--- config.mk ---
export PLATFORM = sky130hd
export DESIGN_NAME = pw_trigger_sequencer
export DESIGN_NICKNAME = d
export VERILOG_FILES = /design/src/rtl/pw_trigger_sequencer_pkg.sv /design/src/rtl/pw_trigger_sequencer.sv
export SDC_FILE = /design/constraint.sdc
export NUM_CORES = 1
export LEC_CHECK = 0
export ABC_AREA = 1
export BUFFER_PORTS_ARGS = -buffer_cell sky130_fd_sc_hd__clkbuf_2
export CAP_MARGIN = 20
export CORE_UTILIZATION = 35
export DETAILED_ROUTE_END_ITERATION = 6
export GPL_ROUTABILITY_DRIVEN = 1
export PLACE_DENSITY = 0.57
export RECOVER_POWER = 50
export SYNTH_ARGS = -nofsm -noshare
export SYNTH_HDL_FRONTEND = slang
export SYNTH_SLANG_ARGS = --single-unit
--- constraint.sdc ---
create_clock -name fe_clk -period 47.8 [get_ports fe_clk]
set_input_delay 4.78 -clock fe_clk [delete_from_list [all_inputs] [get_ports fe_clk]]
set_output_delay 4.78 -clock fe_clk [all_outputs]
set_load 0.05 [all_outputs]
--- src/rtl/pw_trigger_sequencer_pkg.sv ---
// Shared encodings and default field widths for the front-end multi-pulse trigger sequencer.
package pw_trigger_sequencer_pkg;

  typedef enum logic [1:0] {
    TRIGSEQ_IDLE  = 2'd0,
    TRIGSEQ_DELAY = 2'd1,
    TRIGSEQ_PULSE = 2'd2,
    TRIGSEQ_DONE  = 2'd3
  } trigseq_state_e;

  localparam int TRIGSEQ_MAX_PULSES  = 8;
  localparam int TRIGSEQ_NUM_WIDTH   = 4;
  localparam int TRIGSEQ_DELAY_WIDTH = 24;
  localparam int TRIGSEQ_WIDTH_WIDTH = 24;

endpackage

--- src/rtl/pw_trigger_sequencer.sv ---
// Emits one to eight programmable delay/width pulses after an armed pattern match,
// followed by a one-cycle completion strobe. All outputs are registered.
module pw_trigger_sequencer
  import pw_trigger_sequencer_pkg::*;
#(
  parameter int pNUM_TRIGGER_PULSES = TRIGSEQ_MAX_PULSES,
  parameter int pNUM_TRIGGER_WIDTH  = TRIGSEQ_NUM_WIDTH,
  parameter int pDELAY_WIDTH        = TRIGSEQ_DELAY_WIDTH,
  parameter int pWIDTH_WIDTH        = TRIGSEQ_WIDTH_WIDTH
) (
  input  logic                                        fe_clk,
  input  logic                                        reset_i,
  input  logic [pDELAY_WIDTH*pNUM_TRIGGER_PULSES-1:0] I_trigger_delay,
  input  logic [pWIDTH_WIDTH*pNUM_TRIGGER_PULSES-1:0] I_trigger_width,
  input  logic [pNUM_TRIGGER_WIDTH-1:0]               I_num_triggers,
  input  logic                                        I_trigger_enable,
  input  logic                                        I_arm,
  input  logic                                        I_match,
  output logic                                        O_trigger,
  output logic                                        O_busy,
  output logic [2:0]                                  O_pulse_index,
  output logic                                        O_done
);

  localparam int CNT_W = (pDELAY_WIDTH > pWIDTH_WIDTH) ? pDELAY_WIDTH : pWIDTH_WIDTH;
  localparam int IDX_W = 3;

  trigseq_state_e                              state;
  logic [CNT_W-1:0]                            counter;
  logic [IDX_W-1:0]                            index;
  logic [IDX_W-1:0]                            last_index;
  logic [pDELAY_WIDTH*pNUM_TRIGGER_PULSES-1:0] delay_q;
  logic [pWIDTH_WIDTH*pNUM_TRIGGER_PULSES-1:0] width_q;

  logic             start;
  logic [IDX_W-1:0] index_inc;
  logic [CNT_W-1:0] start_delay, start_width, cur_width, next_delay, next_width;

  function automatic logic [CNT_W-1:0] dec_sat(input logic [CNT_W-1:0] v);
    return (v == '0) ? '0 : v - CNT_W'(1);
  endfunction

  function automatic logic [IDX_W-1:0] eff_last(input logic [pNUM_TRIGGER_WIDTH-1:0] n);
    if (int'(n) == 0) return '0;
    if (int'(n) >= pNUM_TRIGGER_PULSES) return IDX_W'(pNUM_TRIGGER_PULSES - 1);
    return IDX_W'(int'(n) - 1);
  endfunction

  assign start       = I_match & I_arm & I_trigger_enable;
  assign index_inc   = index + IDX_W'(1);
  assign start_delay = CNT_W'(I_trigger_delay[pDELAY_WIDTH-1:0]);
  assign start_width = CNT_W'(I_trigger_width[pWIDTH_WIDTH-1:0]);
  assign cur_width   = CNT_W'(width_q[int'(index) * pWIDTH_WIDTH +: pWIDTH_WIDTH]);
  assign next_delay  = CNT_W'(delay_q[int'(index_inc) * pDELAY_WIDTH +: pDELAY_WIDTH]);
  assign next_width  = CNT_W'(width_q[int'(index_inc) * pWIDTH_WIDTH +: pWIDTH_WIDTH]);

  assign O_pulse_index = index;

  // NOTE: snapshot registers are only read while busy and are always loaded on start,
  // so they carry no reset and stay out of the reset fan-out.
  always_ff @(posedge fe_clk) begin
    if (state == TRIGSEQ_IDLE && start) begin
      delay_q    <= I_trigger_delay;
      width_q    <= I_trigger_width;
      last_index <= eff_last(I_num_triggers);
    end
  end

  // Counters are loaded with length-1 so a phase of length L occupies exactly L cycles;
  // a zero delay skips the DELAY state entirely.
  always_ff @(posedge fe_clk) begin
    if (reset_i) begin
      state     <= TRIGSEQ_IDLE;
      counter   <= '0;
      index     <= '0;
      O_trigger <= 1'b0;
      O_busy    <= 1'b0;
      O_done    <= 1'b0;
    end else begin
      O_done <= 1'b0;
      case (state)
        TRIGSEQ_IDLE: begin
          if (start) begin
            index  <= '0;
            O_busy <= 1'b1;
            if (start_delay == '0) begin
              state     <= TRIGSEQ_PULSE;
              counter   <= dec_sat(start_width);
              O_trigger <= 1'b1;
            end else begin
              state   <= TRIGSEQ_DELAY;
              counter <= dec_sat(start_delay);
            end
          end
        end
        TRIGSEQ_DELAY: begin
          if (counter == '0) begin
            state     <= TRIGSEQ_PULSE;
            counter   <= dec_sat(cur_width);
            O_trigger <= 1'b1;
          end else begin
            counter <= dec_sat(counter);
          end
        end
        TRIGSEQ_PULSE: begin
          if (counter != '0) begin
            counter <= dec_sat(counter);
          end else if (index == last_index) begin
            state     <= TRIGSEQ_DONE;
            O_trigger <= 1'b0;
            O_done    <= 1'b1;
          end else begin
            index <= index_inc;
            if (next_delay == '0) begin
              counter <= dec_sat(next_width);
            end else begin
              state     <= TRIGSEQ_DELAY;
              counter   <= dec_sat(next_delay);
              O_trigger <= 1'b0;
            end
          end
        end
        TRIGSEQ_DONE: begin
          state  <= TRIGSEQ_IDLE;
          index  <= '0;
          O_busy <= 1'b0;
        end
        default: state <= TRIGSEQ_IDLE;
      endcase

      // NOTE: the abort is written after the case so its non-blocking updates override
      // whatever the case scheduled on the same edge.
      if (state != TRIGSEQ_IDLE && !I_trigger_enable) begin
        state     <= TRIGSEQ_IDLE;
        index     <= '0;
        O_trigger <= 1'b0;
        O_busy    <= 1'b0;
        O_done    <= 1'b0;
      end
    end
  end

endmodule
==> flow_metrics.py, run 1 <==
metrics = {
    "timing": {
        "max_freq_mhz": 112,
        "skew_ns": 0.0292,
        "finalCritPeriodShare_pct": 18.6,
        "fin_tns_setup_ns": 0,
        "rsz0062_at_grt": "false",
        "setup_viol": 0,
        "hold_violations": 0,
        "slew_violations": 32,
        "max_slew_margin_pct": -17.9,
        "tightest_slew_ns": 1.77,
        "post-route-min-period_ns": 8.89,
    },
    "global_route": {
        "grt_pass1_wl_mm": 128,
        "track_usage_pct": 24.4,
        "grt_max_degree": 174,
        "first_global_vias": 20037,
        "antenna_found_initial": 7,
        "overflow": 0,
    },
    "finish": {
        "layout_common_cells": "nand2_1 (936), nand3_1 (395), edfxtp_1 (387)",
        "drive_above_1_share_pct": 12.8,
        "fin_cells": 4375,
        "nets": 3809,
        "areaGrowthSynthToFinish_pct": 16.8,
        "final_core_util_pct": 41.4,
        "mostFrequentLayoutCell": "nand2_1",
    },
    "clocking": {
        "postCtsHoldBufs": 0,
        "htreeDepth": 2,
        "post-cts-setup-buffers": 0,
        "cts.path.max_buffers": 3,
        "cts_sinks": 419,
        "cts_buffers": 48,
        "post_cts_resized": 0,
        "cts_tree": "done",
        "root_buffer": "clkbuf_16",
        "clk_latency_ns": 0.60,
        "path_clk_slew_ns": 0.06,
    },
    "setup_path": {
        "cp_cell_sequence": "clkbuf_1 > nand3_1 > nor2_1 > clkbuf_1 > buf_4 > buf_12",
        "endpoint_kind": "register",
        "critPathMaxFanout": 173,
        "cp.required_ns": 48.00,
        "cp_common_cell": "clkbuf_1",
        "max_stage_delay_ns": 1.35,
        "criticalPathCategory": "input port to register",
        "cp_slowest_cell": "clkbuf_1",
        "arrival_ns": 9.10,
        "startpoint_type": "input port",
    },
    "floorplan": {
        "die-area_um2": 70700,
        "rows": 96,
        "fp.dieW_um": 266,
        "boundaryPins": 399,
        "die_height_um": 266,
        "core_area_um2": 68800,
        "initial_core_util_pct": 35.4,
    },
    "drt": {
        "viasPerCell": 4.90,
        "wl_per_cell_um": 20.0,
        "drt_iter0_drc": 1803,
        "drtPass1Iterations": 7,
        "finalWirelength_mm": 87.4,
        "vias": 21459,
        "ant_nets": 0,
        "drc": 0,
    },
    "pwr": {
        "switching_share_pct": 32.4,
        "pwr-share-comb_pct": 22.6,
        "total_leakage_power_uw": 0.0121,
        "p_int_uw": 740,
        "clockPowerShare_pct": 35.4,
        "peakVddDrop_uv": 29.5,
        "p_per_area_nw_per_um2": 38.5,
        "power_frac_seq_pct": 42.0,
        "switchingPower_uw": 355,
    },
    "placed_design": {
        "place_congestion": 0.944,
        "io_buffers": 398,
        "dp.cells": 4280,
        "place_hpwl_mm": 64.9,
    },
    "synthesis": {
        "ys.flop_type": "edfxtp_1",
        "ys_ff_latch": 419,
        "synth_warnings": 0,
        "async_flop_share_pct": 0,
        "synthCells": 3065,
        "synthDistinctLibCells": 43,
        "ys_seq_area_share_pct": 50.3,
        "synth_edf_count": 387,
        "syn_nets": 3474,
        "syn_avg_cell_area_um2": 7.96,
        "synth_area_um2": 24400,
    },
    "run_status": {
        "status": "complete, but fails checks",
        "violations": "max-capacitance violations, max-slew violations",
    },
    "flow_run": {
        "cap_violations": 1,
    },
    "min_path": {
        "hold_path_class": "register to register",
    },
}
stage by stage:
step	hold slack [ns]	worst slack, ns	area [µm²]	total power (µW)
floorplan	0.492	25.77	24400	638
global placement	0.458	39.55	27000	713
detailed placement	0.470	39.51	27000	712
CTS	0.480	40.15	28600	1100
global route	0.518	38.69	28500	1150
finish	0.478	38.91	28500	1100
path summary, 6_finish.rpt:
check | end | depth (start not counted) | slack (ns) | from
worst max-delay path | width_q[150] | 6 | 38.91 | I_trigger_enable
worst min register to register | O_trigger | 2 | 0.48 | O_trigger
worst max register to register | counter[22] | 20 | 41.89 | O_pulse_index[0]
worst min-delay path | O_trigger | 2 | 0.48 | O_trigger
worst max-delay path: cells and delay by family:
kind	cells	cell delay [ns]
and+or+nand+nor	2	0.96
buffers and inverters	4	2.98
cell usage after synthesis (3+ instances only):
| master | count | share of area, % |
|---|---|---|
| a21oi_1 | 105 | 2.2 |
| a21oi_2 | 3 | 0.11 |
| buf_1 | 8 | 0.12 |
| buf_2 | 59 | 1.2 |
| buf_4 | 21 | 0.65 |
| buf_6 | 12 | 0.55 |
| clkbuf_1 | 32 | 0.49 |
| dfxtp_1 | 32 | 2.6 |
| edfxtp_1 | 387 | 48 |
| ha_1 | 16 | 0.82 |
| inv_1 | 386 | 5.9 |
| inv_2 | 12 | 0.18 |
| nand2_1 | 936 | 14 |
| nand2_2 | 26 | 0.67 |
| nand3_1 | 395 | 8.1 |
| nand3_2 | 11 | 0.45 |
| nand3b_1 | 5 | 0.15 |
| nand4_1 | 15 | 0.38 |
| nor2_1 | 278 | 4.3 |
| nor2_2 | 17 | 0.44 |
| nor2_4 | 9 | 0.42 |
| nor3_1 | 17 | 0.35 |
| nor4_1 | 8 | 0.21 |
| o211ai_1 | 37 | 1.1 |
| o21a_1 | 3 | 0.092 |
| o21ai_0 | 110 | 2.3 |
| o21ai_1 | 14 | 0.29 |
| o22ai_1 | 9 | 0.23 |
| or2_2 | 6 | 0.15 |
| xnor2_1 | 29 | 1.0 |
| xor2_1 | 52 | 1.9 |
cells by family (layout without fill, tap and decap cells):
| kind of cell | count (synthesis) | after routing | share of synthesized area (%) |
|---|---|---|---|
| xor+xnor | 83 | 83 | 3.09 |
| flops | 419 | 419 | 50.3 |
| buf+inv | 535 | 909 | 9.29 |
| compound gates | 284 | 284 | 6.36 |
| other cells | 0 | 5 | 0 |
| simple gates | 1728 | 1728 | 30.2 |
| fa+ha+maj | 16 | 16 | 0.821 |
sequential cells by signal, summed over array words and instances (netlist names):
register,flops
O_busy,1
width_q,192
state,2
O_done,1
counter,24
delay_q,192
O_trigger,1
O_pulse_index,3
last_index,3
cell type report:
cell class                 count  area, µm²
clock buffer                  56       1270
timing repair buffer         418       2000
antenna                        5       12.5
inverter                     402       1520
clock inverter                33        359
multi-input combinational   2111       9880
tap                          931       1160
sequential                   419      12300
fill                        7103      40300
power groups by stage:
| stage | sequential (µW) | combinational, µW | clock, µW |
|---|---|---|---|
| floorplan | 475 | 163 | 0 |
| global placement | 467 | 246 | 0 |
| detailed placement | 466 | 246 | 0 |
| CTS | 459 | 247 | 395 |
| global route | 463 | 274 | 408 |
| finish | 460 | 248 | 387 |
routing by layer:
layer	track usage [%]	vias up	wire, µm
met3	3.47	102	5350
met5	0	-	18
li1	-	10634	-
met2	39.2	726	40000
met1	34.4	9993	39900
met4	6.54	4	2030
(Power assumes the default switching activity.)
==> run 2, diff against run 1 <==
--- a/config.mk
+++ b/config.mk
@@ -5,7 +5,7 @@
 export SDC_FILE = /design/constraint.sdc
 export NUM_CORES = 1
 export LEC_CHECK = 0
-export ABC_AREA = 1
+export ABC_AREA = 0
 export BUFFER_PORTS_ARGS = -buffer_cell sky130_fd_sc_hd__clkbuf_2
 export CAP_MARGIN = 20
 export CORE_UTILIZATION = 35
==> constraint.sdc (replaced) <==
create_clock -name fe_clk -period 8.3 [get_ports fe_clk]
set_input_delay 0.83 -clock fe_clk [delete_from_list [all_inputs] [get_ports fe_clk]]
set_output_delay 0.83 -clock fe_clk [all_outputs]
set_load 0.05 [all_outputs]
==> run 2 against run 1 <==
Effect of this change:
- register-to-register slack worse by 40 ns
- synthesized cell count fell by 44%
- sequential power rose to 5.8 times the previous value
- the run still ends with max-capacitance violations, max-slew violations left
- combinational power increased to 5.0 times the previous value
- total power grew to 5.5 times the previous value
- first-iteration DRC count down 5.3%
- hold slack worse by 0.083 ns
- routed wire length down 12%
- largest power group unchanged
- clock-buffer cell count decreased by 2
- utilization is 0.59 points higher
- critical endpoint is now counter[16]
==> flow_metrics.py, run 2 <==
metrics = {
    "run_status": {
        "status": "complete, but fails checks",
        "violations": "max-capacitance violations, max-slew violations",
    },
    "global_route": {
        "overflow": 0,
        "first_global_vias": 17200,
        "antenna_found_initial": 8,
        "grt_max_degree": 194,
        "grt_pass1_wl_mm": 112,
        "track_usage_pct": 22.6,
    },
    "synthesis": {
        "muxShareOfSynthArea_pct": 17.5,
        "ys.flop_type": "edfxtp_1",
        "synth_common_cells": "edfxtp_1 (387), nor2_1 (152), mux4_2 (144)",
        "synth_compound_area_share_pct": 8.29,
        "synth_edf_count": 387,
        "synthCells": 1718,
        "async_flop_share_pct": 0,
        "synth_xor_area_share_pct": 3.75,
        "synthDistinctLibCells": 86,
        "syn_avg_cell_area_um2": 13.3,
        "synthDominantCellAreaShare_pct": 50.8,
        "yosysTopAreaCell": "edfxtp_1",
        "syn_nets": 2127,
        "synth_warnings": 0,
        "synthSimpleGateAreaFrac_pct": 13.1,
        "synth_area_um2": 22900,
        "synth_top_family_by_area": "multiplexers",
        "yosysMostFrequentCell": "edfxtp_1",
        "yosys.area_share.adder_pct": 0.875,
        "ys_seq_area_share_pct": 53.6,
        "ys_ff_latch": 419,
        "synth.area.top_cells": "edfxtp_1 (51%), mux4_2 (14%), mux2i_1 (3.0%)",
    },
    "timing": {
        "post-route-min-period_ns": 5.95,
        "rsz0062_at_grt": "false",
        "setup_viol": 0,
        "tightest_slew_ns": 4.75,
        "max_slew_margin_pct": -216,
        "slew_violations": 234,
        "skew_ns": 0.0216,
        "max_freq_mhz": 168,
        "post-route-worst-setup-slack_ns": 2.35,
        "fin_tns_setup_ns": 0,
        "hold_violations": 0,
        "finalCritPeriodShare_pct": 71.7,
    },
    "pwr": {
        "pwr-share-comb_pct": 20.5,
        "p_per_area_nw_per_um2": 223,
        "p_int_uw": 4170,
        "power_frac_seq_pct": 44.5,
        "total_leakage_power_uw": 0.00886,
        "clockPowerShare_pct": 35.1,
        "switching_share_pct": 30.8,
        "peakVddDrop_uv": 155,
        "switchingPower_uw": 1850,
    },
    "clocking": {
        "cts_sinks": 419,
        "post_cts_resized": 0,
        "postCtsHoldBufs": 0,
        "post-cts-setup-buffers": 0,
        "clk_latency_ns": 0.60,
        "htreeDepth": 2,
        "cts.path.max_buffers": 3,
        "cts_buffers": 48,
        "cts_tree": "done",
        "root_buffer": "clkbuf_16",
        "path_clk_slew_ns": 0.06,
    },
    "finish": {
        "filler_cell_count": 6098,
        "layout_common_cells": "edfxtp_1 (387), clkbuf_2 (289), nor2_1 (152)",
        "nets": 2498,
        "mostFrequentLayoutCell": "edfxtp_1",
        "fin_cells": 2987,
        "drive_above_1_share_pct": 27.0,
        "reg.largest.list": "delay_q: 192 flops, width_q: 192 flops, counter: 24 flops",
        "areaGrowthSynthToFinish_pct": 18.2,
    },
    "setup_path": {
        "arrival_ns": 6.46,
        "reg2reg_from": "O_pulse_index[0]",
        "criticalPathCategory": "register to register",
        "endpoint_kind": "register",
        "cp_cell_sequence": "ha_4 > buf_4 > nor3b_1 > nor4_1 > nor4_2 > nand4_2 > and4b_1 > o311a_2 > a221oi_1 > a211o_1 > a21oi_1",
        "r2r_cells": 11,
        "critPathBufInv": 1,
        "cp_top_family": "simple AND/OR/NAND/NOR gates",
        "max_stage_delay_ns": 0.98,
        "reg2reg_slack_ns": 2.35,
        "r2r-end": "counter[16]",
        "critPathMaxFanout": 48,
        "startpoint_type": "register",
        "cp.required_ns": 8.81,
        "cp_slowest_cell": "and4b_1",
    },
    "drt": {
        "viasPerCell": 5.72,
        "ant_nets": 0,
        "drt_iter0_drc": 1707,
        "finalWirelength_mm": 76.8,
        "vias": 17098,
        "wl_per_cell_um": 25.7,
        "drc": 0,
        "drtPass1Iterations": 5,
    },
    "floorplan": {
        "die_height_um": 258,
        "fp.dieW_um": 258,
        "rows": 93,
        "initial_core_util_pct": 35.5,
        "die-area_um2": 66400,
        "core_area_um2": 64500,
        "boundaryPins": 399,
    },
    "min_path": {
        "holdPathStages": 1,
        "hold_end": "width_q[28]",
        "min_from": "I_trigger_width[28]",
        "hold_path_class": "input port to register",
    },
    "placed_design": {
        "place_ws_ns": 2.41,
        "place_congestion": 0.899,
        "io_buffers": 398,
        "dp.cells": 2893,
        "place_hpwl_mm": 58.0,
    },
    "flow_run": {
        "cap_violations": 2,
    },
}
run 2: changes by cell type after synthesis, moves of 26 or more:
cell      previous run  this run
a21oi_1            105        53
inv_1              386        22
mux2i_1              0        69
mux4_2               0       144
nand2_1            936        78
nand2_2             26         0
nand3_1            395        29
nor2_1             278       152
nor3_1              17       113
nor3b_1              1        28
nor4_1               8        47
o211ai_1            37         2
o21ai_0            110        51
run 2: metal layers:
metal	routed length, µm	global-route usage, %	up-vias
met5	13	0	-
met4	3070	9.30	2
met3	4550	3.26	137
met2	37800	37.8	697
met1	31400	29.4	8597
li1	-	-	7665
run 2: kinds of logic (layout without fill, tap and decap cells):
family / Yosys count / count (layout)
flip-flops: 419 / 419
adder cells (fa/ha/maj): 16 / 16
XOR/XNOR: 98 / 98
multiplexers: 220 / 220
buffers and inverters: 127 / 534
other: 0 / 7
AO/OA/AOI/OAI: 271 / 271
AND/OR/NAND/NOR: 567 / 567
run 2: layout make-up:
type | instances | area (µm²) | share of cell area, %
diodes | 7 | 17.5 | 0.0647
clock buffers | 54 | 1220 | 4.52
clock inverters | 32 | 318 | 1.17
repair buffers | 424 | 2050 | 7.59
well taps | 855 | 1070 | 3.95
inverters | 24 | 90.1 | 0.333
flip-flops and latches | 419 | 12300 | 45.4
multi-input cells | 1172 | 10000 | 37.0
run 2: how the worst max path moves through the flow:
stage                        endpoint  slack [ns]  cells after the start              from
after floorplan            delay_q[0]        1.13                      2  I_trigger_enable
after global placement    counter[16]        2.53                     11  O_pulse_index[0]
after detailed placement  counter[16]        2.41                     11  O_pulse_index[0]
after CTS                 counter[16]        2.38                     11  O_pulse_index[0]
after global routing      counter[16]        1.93                     11  O_pulse_index[0]
final                     counter[16]        2.35                     11  O_pulse_index[0]
run 2: per-stage QoR:
| stage | instance area (µm²) | hold slack [ns] | total power [µW] | utilization, % |
|---|---|---|---|---|
| CTS | 27200 | 0.360 | 6070 | 42.2 |
| global route | 27100 | 0.378 | 6270 | 42.0 |
| global placement | 25600 | 0.497 | 3930 | 39.8 |
| detailed placement | 25700 | 0.508 | 3930 | 39.8 |
| finish | 27100 | 0.395 | 6020 | 42.0 |
| floorplan | 22900 | 0.481 | 3440 | - |
run 2: power groups by stage:
stage / Combinational (µW) / Clock [µW] / Sequential [µW]
3_5_place_dp: 1230 / 0 / 2710
6_report: 1230 / 2110 / 2680
5_1_grt: 1330 / 2240 / 2700
2_1_floorplan: 754 / 0 / 2680
3_3_place_gp: 1230 / 0 / 2710
4_1_cts: 1240 / 2170 / 2660
==> run 3, diff against run 2 <==
==> constraint.sdc (replaced) <==
create_clock -name fe_clk -period 5.8 [get_ports fe_clk]
set_input_delay 0.58 -clock fe_clk [delete_from_list [all_inputs] [get_ports fe_clk]]
set_output_delay 0.58 -clock fe_clk [all_outputs]
set_load 0.05 [all_outputs]
==> run 3 against run 2 <==
Effect of this change:
- the flow still finishes with violations (max-capacitance violations, max-slew violations)
- routed wire length is 0.36% lower
- global-route usage hardly changed
- total power grew 48%
- sequential share of layout area decreased by 0.42 points
- flip-flop and latch count unchanged
- register-to-register slack got worse by 1.5 ns
- sequential power rose by 42%
- cell count up 0.40%
- hold slack worse by 0.25 ns
- combinational power rose by 47%
==> flow_metrics.py, run 3 (synthesis results as in run 2) <==
metrics = {
    "floorplan": {
        "initial_core_util_pct": 35.5,
        "fp.dieW_um": 258,
        "die-area_um2": 66400,
        "boundaryPins": 399,
        "rows": 93,
        "core_area_um2": 64500,
        "die_height_um": 258,
    },
    "finish": {
        "nets": 2509,
        "drive_above_1_share_pct": 25.7,
        "areaGrowthSynthToFinish_pct": 19.3,
        "layout_common_cells": "edfxtp_1 (387), clkbuf_2 (246), clkbuf_1 (157)",
        "mostFrequentLayoutCell": "edfxtp_1",
        "reg.largest.list": "delay_q: 192 flops, width_q: 192 flops, counter: 24 flops",
        "filler_cell_count": 6117,
    },
    "timing": {
        "hold_violations": 0,
        "finalCritPeriodShare_pct": 85.5,
        "max_slew_margin_pct": -53.1,
        "setup_viol": 0,
        "post-route-min-period_ns": 4.96,
        "post-route-worst-setup-slack_ns": 0.840,
        "max_freq_mhz": 202,
        "rsz0062_at_grt": "false",
        "hold_ws_ns": 0.142,
        "slew_violations": 66,
        "tightest_slew_ns": 2.29,
        "skew_ns": 0.0260,
    },
    "clocking": {
        "cts_tree": "done",
        "post_cts_resized": 0,
        "root_buffer": "clkbuf_16",
        "clk_latency_ns": 0.61,
        "path_clk_slew_ns": 0.06,
        "cts_sinks": 419,
        "postCtsHoldBufs": 0,
        "cts_buffers": 50,
        "cts.path.max_buffers": 3,
        "post-cts-setup-buffers": 0,
        "htreeDepth": 2,
    },
    "placed_design": {
        "io_buffers": 398,
        "place_ws_ns": 0.773,
        "place_congestion": 0.970,
        "place_hpwl_mm": 57.9,
    },
    "global_route": {
        "antenna_found_initial": 7,
        "grt_pass1_wl_mm": 112,
        "overflow": 0,
        "track_usage_pct": 22.6,
        "first_global_vias": 17473,
        "grt_max_degree": 155,
    },
    "setup_path": {
        "cp_cell_sequence": "ha_4 > buf_4 > mux4_2 > mux2i_1 > and2_1 > nand4_2 > and4b_1 > buf_4 > nand2b_1 > o2bb2ai_1 > a31oi_1 > a221oi_1",
        "cp_common_cell": "buf_4",
        "max_stage_delay_ns": 0.73,
        "endpoint_kind": "register",
        "arrival_ns": 5.46,
        "critPathMaxFanout": 49,
        "startpoint_type": "register",
        "cp_slowest_cell": "dfxtp_4",
        "cp.required_ns": 6.30,
        "criticalPathCategory": "register to register",
    },
    "drt": {
        "drt_iter0_drc": 1676,
        "drtPass1Iterations": 5,
        "wl_per_cell_um": 25.5,
        "finalWirelength_mm": 76.5,
        "vias": 17151,
        "drc": 0,
        "viasPerCell": 5.72,
        "ant_nets": 0,
    },
    "pwr": {
        "p_per_area_nw_per_um2": 326,
        "total_leakage_power_uw": 0.00887,
        "peakVddDrop_uv": 192,
    },
    "run_status": {
        "status": "complete, but fails checks",
        "violations": "max-capacitance violations, max-slew violations",
    },
    "min_path": {
        "hold_path_class": "input port to register",
    },
    "flow_run": {
        "cap_violations": 2,
    },
}
==> run 3: area by class of cell <==
| class | instances | area (µm²) | area share, % |
|---|---|---|---|
| antenna | 4 | 10.0 | 0.0367 |
| sequential | 419 | 12300 | 44.9 |
| multi-input combinational | 1172 | 10000 | 36.7 |
| clock buffer | 55 | 1270 | 4.65 |
| clock inverter | 37 | 444 | 1.63 |
| tap | 855 | 1070 | 3.92 |
| timing repair buffer | 433 | 2130 | 7.79 |
| inverter | 24 | 90.1 | 0.330 |
==> run 3: where the power goes <==
| group | switching (µW) | internal, µW |
|---|---|---|
| clock | 1340 | 1960 |
| sequential | 203 | 3610 |
| combinational | 1150 | 655 |
==> run 3: path summary, 6_finish.rpt <==
check | from | end | slack (ns) | cells after the start
max | O_pulse_index[1] | counter[0] | 0.84 | 12
max reg2reg | O_pulse_index[1] | counter[0] | 0.84 | 12
min reg2reg | O_busy | O_busy | 0.52 | 2
min | I_trigger_width[69] | width_q[69] | 0.14 | 1
==> run 3: metrics by stage <==
stage | TNS, ns | area (µm²) | cells | util (%) | total power, µW
after floorplan | -388.33 | 22900 | 1718 | - | 4920
after global placement | 0 | 25800 | 2903 | 40.0 | 5650
after detailed placement | 0 | 25800 | 2903 | 40.0 | 5660
after CTS | 0 | 27500 | 2995 | 42.7 | 8980
after global routing | 0 | 27300 | 2998 | 42.4 | 9260
final | 0 | 27300 | 2999 | 42.4 | 8910
==> run 3: layer usage <==
metal	share of wire, %	up-vias	track usage [%]	routed length [µm]
li1	-	7695	-	-
met1	41	8628	29.1	31300
met2	49	677	37.7	37300
met3	6.6	145	4.23	5050
met4	3.8	6	8.63	2890
met5	0.054	-	0	41
==> run 3: critical path, delay by kind of cell, from the launching register on <==
| kind | cells | cell delay (ns) |
|---|---|---|
| mux | 2 | 0.83 |
| flops | 1 | 0.73 |
| fa+ha+maj | 1 | 0.65 |
| compound gates | 3 | 0.61 |
| simple gates | 4 | 1.17 |
| buf+inv | 2 | 0.85 |
